===== src/rtl/pc_pkg.sv =====
// Shared types and constants for the fetch-stage PC generator.
// The alignment mask helper clears the low log2(insn_bytes) bits of a target.
package pc_pkg;

  typedef enum logic [1:0] {
    S_BOOT,
    S_RUN,
    S_PEND
  } pc_state_e;

  localparam logic [31:0] DEF_RESET_VEC = 32'h0040_0000;
  localparam logic [31:0] DEF_EXC_VEC   = 32'h0040_0004;

  function automatic logic [63:0] align_mask(input int unsigned insn_bytes);
    align_mask = ~(64'(insn_bytes) - 64'd1);
  endfunction

endpackage


===== src/rtl/pc_redirect_buf.sv =====
// Pending-redirect buffer: captures a redirect/exception target while the pipeline is held.
// An exception always overwrites; a redirect overwrites only a pending redirect, never a pending exception.
module pc_redirect_buf #(
  parameter int PC_W = 32
) (
  input  logic            clk_i,
  input  logic            rst_ni,
  input  logic            capture_i,
  input  logic            clear_i,
  input  logic            exc_i,
  input  logic            redir_i,
  input  logic [PC_W-1:0] tgt_i,
  output logic            accept_o,
  output logic            pend_is_exc_o,
  output logic [PC_W-1:0] pend_pc_o
);

  logic            pendValid_q;
  logic            pendIsExc_q;
  logic [PC_W-1:0] pendPc_q;

  assign accept_o      = capture_i & (~pendValid_q | exc_i | (redir_i & ~pendIsExc_q));
  assign pend_is_exc_o = pendIsExc_q;
  assign pend_pc_o     = pendPc_q;

  always_ff @(posedge clk_i or negedge rst_ni) begin
    if (!rst_ni) begin
      pendValid_q <= 1'b0;
      pendIsExc_q <= 1'b0;
      pendPc_q    <= '0;
    end else if (clear_i) begin
      pendValid_q <= 1'b0;
      pendIsExc_q <= 1'b0;
    end else if (accept_o) begin
      pendValid_q <= 1'b1;
      pendIsExc_q <= exc_i;
      pendPc_q    <= tgt_i;
    end
  end

endmodule


===== src/rtl/pc_gen.sv =====
// Fetch-stage program-counter generator with prioritised redirect/exception handling.
// Optional performance counters (fetch_cnt, redir_cnt) are built when PC_GEN_PERF_EN is defined.
module pc_gen
  import pc_pkg::*;
#(
  parameter int              PC_W       = 32,
  parameter logic [PC_W-1:0] RESET_VEC  = PC_W'(DEF_RESET_VEC),
  parameter logic [PC_W-1:0] EXC_VEC    = PC_W'(DEF_EXC_VEC),
  parameter int              INSN_BYTES = 4
) (
  input  logic            clock,
  input  logic            reset_n,
  input  logic            enable,
  input  logic            stall_signal,
  input  logic            fetch_ready,
  input  logic            redirect_valid,
  input  logic [PC_W-1:0] redirect_pc,
  input  logic            exc_valid,
  output logic [PC_W-1:0] current_pc,
  output logic            fetch_valid,
  output logic [PC_W-1:0] fetch_pc,
  output logic            redirect_taken,
  output logic            align_err
`ifdef PC_GEN_PERF_EN
  ,
  output logic [31:0]     fetch_cnt,
  output logic [31:0]     redir_cnt
`endif
);

  localparam logic [PC_W-1:0] ALIGN_MASK = PC_W'(align_mask(INSN_BYTES));
  localparam logic [PC_W-1:0] PC_INC     = PC_W'(INSN_BYTES);

  pc_state_e       state_q, state_d;
  logic [PC_W-1:0] pc_q, pc_d;
  logic            redirTaken_q, redirTaken_d;
  logic            alignErr_q, alignErr_d;

  logic            upd, req, misaligned, capture, clearPend, bufAccept, pendIsExc;
  logic [PC_W-1:0] redirAligned, tgt, pendPc;

  assign upd          = enable & ~stall_signal;
  assign req          = exc_valid | redirect_valid;
  assign redirAligned = redirect_pc & ALIGN_MASK;
  assign misaligned   = |(redirect_pc & ~ALIGN_MASK);
  assign tgt          = exc_valid ? EXC_VEC : redirAligned;
  // Requests are buffered only while stalled; enable=0 ignores them entirely.
  assign capture      = enable & stall_signal & req & (state_q != S_BOOT);
  assign clearPend    = (state_q == S_PEND) & upd;

  pc_redirect_buf #(
    .PC_W(PC_W)
  ) u_redirect_buf (
    .clk_i        (clock),
    .rst_ni       (reset_n),
    .capture_i    (capture),
    .clear_i      (clearPend),
    .exc_i        (exc_valid),
    .redir_i      (redirect_valid),
    .tgt_i        (tgt),
    .accept_o     (bufAccept),
    .pend_is_exc_o(pendIsExc),
    .pend_pc_o    (pendPc)
  );

  always_comb begin
    state_d      = state_q;
    pc_d         = pc_q;
    redirTaken_d = 1'b0;
    alignErr_d   = 1'b0;
    fetch_valid  = 1'b0;
    unique case (state_q)
      S_BOOT: state_d = S_RUN;
      S_RUN: begin
        fetch_valid = upd;
        if (upd && req) begin
          pc_d         = tgt;
          redirTaken_d = 1'b1;
          alignErr_d   = ~exc_valid & misaligned;
        end else if (upd && fetch_ready) begin
          pc_d = pc_q + PC_INC;
        end else if (capture) begin
          state_d    = S_PEND;
          alignErr_d = ~exc_valid & misaligned;
        end
      end
      S_PEND: begin
        if (upd) begin
          // Same-cycle exception beats same-cycle redirect, which beats the buffered target.
          if (exc_valid) begin
            pc_d = EXC_VEC;
          end else if (redirect_valid && !pendIsExc) begin
            pc_d       = redirAligned;
            alignErr_d = misaligned;
          end else begin
            pc_d = pendPc;
          end
          redirTaken_d = 1'b1;
          state_d      = S_RUN;
        end else if (capture) begin
          alignErr_d = bufAccept & ~exc_valid & misaligned;
        end
      end
      default: state_d = S_BOOT;
    endcase
  end

  always_ff @(posedge clock or negedge reset_n) begin
    if (!reset_n) begin
      state_q      <= S_BOOT;
      pc_q         <= RESET_VEC;
      redirTaken_q <= 1'b0;
      alignErr_q   <= 1'b0;
    end else begin
      state_q      <= state_d;
      pc_q         <= pc_d;
      redirTaken_q <= redirTaken_d;
      alignErr_q   <= alignErr_d;
    end
  end

  assign current_pc     = pc_q;
  assign fetch_pc       = pc_q;
  assign redirect_taken = redirTaken_q;
  assign align_err      = alignErr_q;

`ifdef PC_GEN_PERF_EN
  logic [31:0] fetchCnt_q, redirCnt_q;

  always_ff @(posedge clock or negedge reset_n) begin
    if (!reset_n) begin
      fetchCnt_q <= '0;
      redirCnt_q <= '0;
    end else begin
      if (fetch_valid && fetch_ready) fetchCnt_q <= fetchCnt_q + 32'd1;
      if (redirTaken_q) redirCnt_q <= redirCnt_q + 32'd1;
    end
  end

  assign fetch_cnt = fetchCnt_q;
  assign redir_cnt = redirCnt_q;
`endif

endmodule


===== config.mk =====
export PLATFORM = sky130hd
export DESIGN_NAME = pc_gen
export DESIGN_NICKNAME = d
export VERILOG_FILES = /design/src/rtl/pc_pkg.sv /design/src/rtl/pc_redirect_buf.sv /design/src/rtl/pc_gen.sv
export SDC_FILE = /design/constraint.sdc
export NUM_CORES = 1
export LEC_CHECK = 0
export CAP_MARGIN = 25
export CORE_ASPECT_RATIO = 0.8
export CORE_MARGIN = 2
export CORE_UTILIZATION = 45
export DETAILED_ROUTE_END_ITERATION = 6
export PLACE_DENSITY = 0.74
export SLEW_MARGIN = 20
export SYNTH_ARGS = -nofsm -noshare
export SYNTH_HDL_FRONTEND = slang
export SYNTH_HIERARCHICAL = 1
export SYNTH_SLANG_ARGS = --single-unit

===== constraint.sdc =====
create_clock -name clock -period 5.5 [get_ports clock]
set_input_delay 0.825 -clock clock [delete_from_list [all_inputs] [get_ports clock]]
set_output_delay 0.825 -clock clock [all_outputs]
set_load 0.005 [all_outputs]

==> flow_summary.ini, run 1 <==
[pwr]
power.internal_mw = 2.00
p_switching_mw = 1.17
power_mw = 3.17
comb_power_share_pct = 46.1
peakVddDrop_mv = 0.269
powerDensity_nw_per_um2 = 515
p_seq_share_pct = 32.5
power.leakage_nw = 2.48
clockPowerShare_pct = 21.5
swShare_pct = 36.9

[worst_setup_path]
cp_common_cell = buf_4
path_class = primary input to flip-flop
worstPathMaxFanout = 44
cpPeakStageDelay_ps = 520
cp_slowest_cell = nor3_1
worstPathRequired_ps = 5720
reg2reg_from = state_q[0]
crit_buf_inv = 4
reg2reg_slack_ps = 2760
cp_cell_sequence = clkdlybuf4s50_1 > buf_4 > nor2_1 > nor3_1 > inv_1 > a311oi_4 > buf_4 > mux2_2
r2r_cells = 7
cp.arrival_ps = 3770
worst_setup_path_end_kind = flip-flop
r2r_end = current_pc[26]
cp_top_family = buffers and inverters
critPathLaunchType = primary input

[detailed_routing]
drtAntennaViolNets = 0
vias_per_cell = 6.08
routed-via-count = 4555
routed_wl_um = 14200
drt_iter0_drc = 312
drt-pass1-iter-count = 5
route.detailed.drc = 0
wl_per_cell_um = 19.0

[die]
rows = 34
fp.dieArea_um2 = 11800
fp.dieH_um = 97.6
initial_utilization_pct = 45.8
core-area_um2 = 10800
ios = 106
die_w_um = 121

[synthesis]
synth_area_leader_cell = dfrtp_1
yosys.cell_types.count = 70
yosys-top-cells-area = dfrtp_1 35%, mux2_2 7.1%, buf_4 4.9%
synth_compound_area_share_pct = 20.2
ys_seq_area_share_pct = 35.6
synth_top_family_by_area = simple AND/OR/NAND/NOR gates
synthAdderAreaFrac_pct = 1.02
synth-edff-count = 0
ys_async_sr_fraction_pct = 100
synthXorXnorAreaFrac_pct = 1.24
muxShareOfSynthArea_pct = 10.6
postSynthCellCount = 539
synth_seq_cells = 70
ys_warn_count = 6
synthesis.area_um2 = 4930
avgSynthCellArea_um2 = 9.15
ys.flop_type = dfrtp_1
yosys.area_share.simple_pct = 21.1
yosysTopAreaCellShare_pct = 35.0

[status]
status = completed

[clock_network]
post-cts-setup-buffers = 0
clkTransAtPathRegs_ps = 60
clock_sinks = 70
ctsHoldBuffers = 0
h-tree-depth = 3
cts_inserted_buffers = 9
cts_resized = 0
cts_tree = yes
clock_path_buffers = 2
cts-root-buf = clkbuf_16
insertion_delay_ps = 340

[timing]
finalSetupTns_ps = 0
skew_ps = 6.97
setup_viol = 0
fmax_mhz = 282
slew_headroom_pct = 28.0
slew_violations = 0
tightest_slew_ps = 1080
period_needed_ps = 3550
rsz0062_at_grt = false
finalHoldViolCount = 0
timing.final.crit_share_pct = 64.5

[grt]
track_usage_pct = 24.3
gr-total-overflow = 0
grt_max_degree = 71
grt_pass1_vias = 4443
grt_pass1_wl_um = 22800
grt_antenna_before_repair = 0

[layout]
final_cell_mix = 104 x clkdlybuf4s50_1, 69 x dfrtp_1, 47 x nand2_1
fillers = 926
n_antenna_cell = 0
area_delta_synth_final_pct = 25.0
drive_gt1_share_pct = 13.2
nNetsFinal = 643
final_common_cell = clkdlybuf4s50_1
design_area_um2 = 6160

[placement]
place_congestion = 0.870
hpwl_um = 9300
placed_cell_area_um2 = 5780
portBuffers = 105

[flow_run]
drv_cap = 0

[hold_path]
hold_class = primary input to async pin
[registers in the layout, summed over array words and instances, names as in the netlist]
name / count
current_pc: 32
u_redirect_buf/pend_pc_o: 32
u_redirect_buf/pend_is_exc_o: 1
u_redirect_buf/pendValid_q: 1
redirect_taken: 1
align_err: 1
state_q: 2
[worst register-to-register path, delay by kind of cell, from the launching register on]
kind | cells | cell delay [ps]
AO/OA/AOI/OAI | 4 | 1740
flip-flops | 1 | 370
buffers and inverters | 2 | 340
adder cells (fa/ha/maj) | 1 | 190
[power groups by stage]
stage,Combinational (mW),Clock (mW),Sequential [mW]
after floorplan,0.976,0,0.957
after global placement,1.41,0,1.01
after detailed placement,1.45,0,1.03
after CTS,1.45,0.689,1.03
after global routing,1.59,0.707,1.07
final,1.46,0.682,1.03
[cells in the mapped netlist, types with 11 or more instances]
| cell type | count |
|---|---|
| inv_1 | 12 |
| nor2b_1 | 33 |
| a311oi_1 | 11 |
| o21ai_0 | 19 |
| a21oi_1 | 31 |
| nand2_1 | 47 |
| mux2_2 | 31 |
| dfrtp_1 | 69 |
| o32a_1 | 13 |
| buf_4 | 32 |
| nor2_1 | 39 |
| clkbuf_1 | 17 |
| nand3_1 | 12 |
| mux2i_1 | 15 |
[per-layer routing]
metal / vias up / share of wire [%] / GRT usage, %
li1: 2055 / - / -
met4: 0 / 1.3 / 7.51
met2: 242 / 47 / 38.0
met5: - / 0 / 0
met3: 22 / 9.1 / 6.16
met1: 2236 / 43 / 33.1
[through the flow]
| stage | hold WS (ps) | setup slack (ps) | utilization, % | std cells |
|---|---|---|---|---|
| 2_1_floorplan | 458 | 3090 | - | 540 |
| 3_3_place_gp | 467 | 1770 | 53.7 | 732 |
| 3_5_place_dp | 483 | 1680 | 53.7 | 732 |
| 4_1_cts | 497 | 2040 | 57.0 | 748 |
| 5_1_grt | 505 | 1790 | 57.3 | 749 |
| 6_report | 475 | 1950 | 57.3 | 749 |
[worst max-delay path by stage]
stage	slack, ps	to	startpoint	cells after the start
3_5_place_dp	1680	u_redirect_buf/pend_pc_o[6]	exc_valid	8
5_1_grt	1790	u_redirect_buf/pend_pc_o[9]	exc_valid	8
6_report	1950	u_redirect_buf/pend_pc_o[17]	exc_valid	8
3_3_place_gp	1770	u_redirect_buf/pend_pc_o[11]	exc_valid	8
4_1_cts	2040	u_redirect_buf/pend_pc_o[6]	exc_valid	8
2_1_floorplan	3090	u_redirect_buf/pend_pc_o[0]	redirect_valid	6
[area by class of cell]
| type | count | area (um^2) | share of cell area [%] |
|---|---|---|---|
| Multi-Input combinational cell | 391 | 2690 | 43.6 |
| Sequential cell | 70 | 1750 | 28.4 |
| Timing Repair Buffer | 116 | 1150 | 18.6 |
| Clock buffer | 10 | 239 | 3.88 |
| Tap cell | 144 | 180 | 2.92 |
| Clock inverter | 6 | 109 | 1.77 |
| Inverter | 12 | 45.0 | 0.731 |
[cell families (layout without fill, tap and decap cells)]
| logic type | after synthesis | count (layout) |
|---|---|---|
| buffers and inverters | 79 | 144 |
| AO/OA/AOI/OAI | 134 | 134 |
| other | 1 | 2 |
| flip-flops | 70 | 70 |
| XOR/XNOR | 7 | 7 |
| multiplexers | 48 | 48 |
| adder cells (fa/ha/maj) | 4 | 4 |
| AND/OR/NAND/NOR | 196 | 196 |
(Power assumes the default switching activity.)
==> run 2, diff against run 1 <==
--- a/config.mk
+++ b/config.mk
@@ -10,7 +10,7 @@
 export CORE_MARGIN = 2
 export CORE_UTILIZATION = 45
 export DETAILED_ROUTE_END_ITERATION = 6
-export PLACE_DENSITY = 0.74
+export PLACE_DENSITY = 0.77
 export SLEW_MARGIN = 20
 export SYNTH_ARGS = -nofsm -noshare
 export SYNTH_HDL_FRONTEND = slang
==> constraint.sdc (replaced) <==
create_clock -name clock -period 2.9 [get_ports clock]
set_input_delay 0.435 -clock clock [delete_from_list [all_inputs] [get_ports clock]]
set_output_delay 0.435 -clock clock [all_outputs]
set_load 0.005 [all_outputs]
==> run 2 against run 1 <==
Against the previous run: clock skew barely moved; register-to-register slack got worse by 2200 ps; non-clock buffer count grew 15; flip-flop and latch count is the same; largest cell class unchanged; worst hold slack got worse by 360 ps; critical path depth is 1 lower; total power up 85%; combinational power grew 98%; sequential share of layout area fell by 0.14 points.
==> flow_summary.ini, run 2 (same netlist as run 1, synthesis figures left out) <==
[status]
status = completed

[clock_network]
cts_resized = 0
insertion_delay_ps = 340
clock_sinks = 70
cts_tree = yes
cts_inserted_buffers = 9
clock_path_buffers = 2
h-tree-depth = 3
clkTransAtPathRegs_ps = 60
ctsHoldBuffers = 0
cts-root-buf = clkbuf_16
post-cts-setup-buffers = 0

[worst_setup_path]
reg2reg_slack_ps = 600
worstPathMaxFanout = 22
reg2reg_from = state_q[0]
startpoint = redirect_valid
cp.arrival_ps = 2530
path_class = primary input to flip-flop
r2r_end = current_pc[25]
r2r_cells = 8
critPathLaunchType = primary input
worst_setup_path_end_kind = flip-flop
worstPathRequired_ps = 3120

[timing]
finalSetupTns_ps = 0
tightest_slew_ps = 618
finalHoldViolCount = 0
timing.final.crit_share_pct = 79.7
rsz0062_at_grt = false
slew_headroom_pct = 57.7
period_needed_ps = 2310
fmax_mhz = 433
setup_viol = 0
skew_ps = 7.17
slew_violations = 0

[pwr]
power.leakage_nw = 2.51
comb_power_share_pct = 49.2
power.internal_mw = 3.60
clockPowerShare_pct = 17.4
peakVddDrop_mv = 0.501
p_seq_share_pct = 33.4
p_switching_mw = 2.27
swShare_pct = 38.7
powerDensity_nw_per_um2 = 948
power_mw = 5.87

[grt]
track_usage_pct = 25.0
grt_max_degree = 46
gr-total-overflow = 0
grt_pass1_vias = 4621
grt_pass1_wl_um = 23500
grt_antenna_before_repair = 0

[flow_run]
drv_cap = 0

[detailed_routing]
wl_per_cell_um = 19.2
routed-via-count = 4715
drt_iter0_drc = 460
drtAntennaViolNets = 0
drt-pass1-iter-count = 5
routed_wl_um = 14700
route.detailed.drc = 0
vias_per_cell = 6.17

[die]
die_w_um = 121
ios = 106
core-area_um2 = 10800
initial_utilization_pct = 45.8
rows = 34
fp.dieArea_um2 = 11800
fp.dieH_um = 97.6

[layout]
n_antenna_cell = 0
drive_gt1_share_pct = 14.7
area_delta_synth_final_pct = 25.6
nNetsFinal = 658
final_cell_mix = 104 x clkdlybuf4s50_1, 69 x dfrtp_1, 47 x nand2_1
final_common_cell = clkdlybuf4s50_1

[placement]
place_congestion = 0.884
portBuffers = 105
hpwl_um = 10100

[hold_path]
hold_class = primary input to async pin
[run 2: changes by cell type in the layout (fill, tap and decap cells not counted), moves of 2 or more]
cell       change
bufinv_16      -3
buf_4         +14
clkbuf_1       +2
buf_12         +2
[run 2: power by group through the flow]
| stage | registers (mW) | clock network [mW] | logic [mW] |
|---|---|---|---|
| 6_report | 1.96 | 1.02 | 2.89 |
| 5_1_grt | 2.02 | 1.08 | 3.12 |
| 4_1_cts | 1.94 | 1.03 | 2.86 |
| 3_5_place_dp | 1.95 | 0 | 2.85 |
| 3_3_place_gp | 1.92 | 0 | 2.76 |
| 2_1_floorplan | 1.81 | 0 | 1.85 |
[run 2: worst max-delay path, stage by stage]
cell             delay, ps
clkdlybuf4s50_1        560
nor2_1                 140
nor3_1                 270
inv_1                  140
a311oi_4               230
buf_4                  360
mux2_2                 390
[run 2: how the worst max path moves through the flow]
stage / to / slack [ps] / depth (start not counted)
6_report: u_redirect_buf/pend_pc_o[4] / 590 / 7
5_1_grt: current_pc[25] / 440 / 8
4_1_cts: u_redirect_buf/pend_pc_o[7] / 600 / 7
3_5_place_dp: u_redirect_buf/pend_pc_o[7] / 270 / 7
3_3_place_gp: u_redirect_buf/pend_pc_o[14] / 370 / 7
2_1_floorplan: u_redirect_buf/pend_pc_o[0] / 700 / 8
[run 2: final cells by class]
class	instances	area (um^2)
well taps	144	180
clock inverters	4	22.5
flip-flops and latches	70	1750
repair buffers	131	1270
clock buffers	12	246
inverters	12	45.0
multi-input cells	391	2680
fillers	907	4570
[run 2: routing by layer]
layer | GRT usage (%) | share of wire (%)
met1 | 33.6 | 43
met2 | 40.1 | 47
met3 | 6.28 | 8.4
met4 | 6.62 | 1.7
met5 | 0 | 0
[run 2: stage by stage]
| stage | setup slack, ps | hold WS [ps] | util (%) | std cells | instance area [um^2] |
|---|---|---|---|---|---|
| 6_report | 589 | 119 | 57.5 | 764 | 6190 |
| 5_1_grt | 444 | 164 | 57.5 | 764 | 6190 |
| 4_1_cts | 604 | 139 | 57.5 | 764 | 6190 |
| 3_5_place_dp | 268 | 477 | 55.0 | 748 | 5920 |
| 3_3_place_gp | 369 | 469 | 55.0 | 748 | 5920 |
| 2_1_floorplan | 697 | 139 | - | 540 | 4930 |
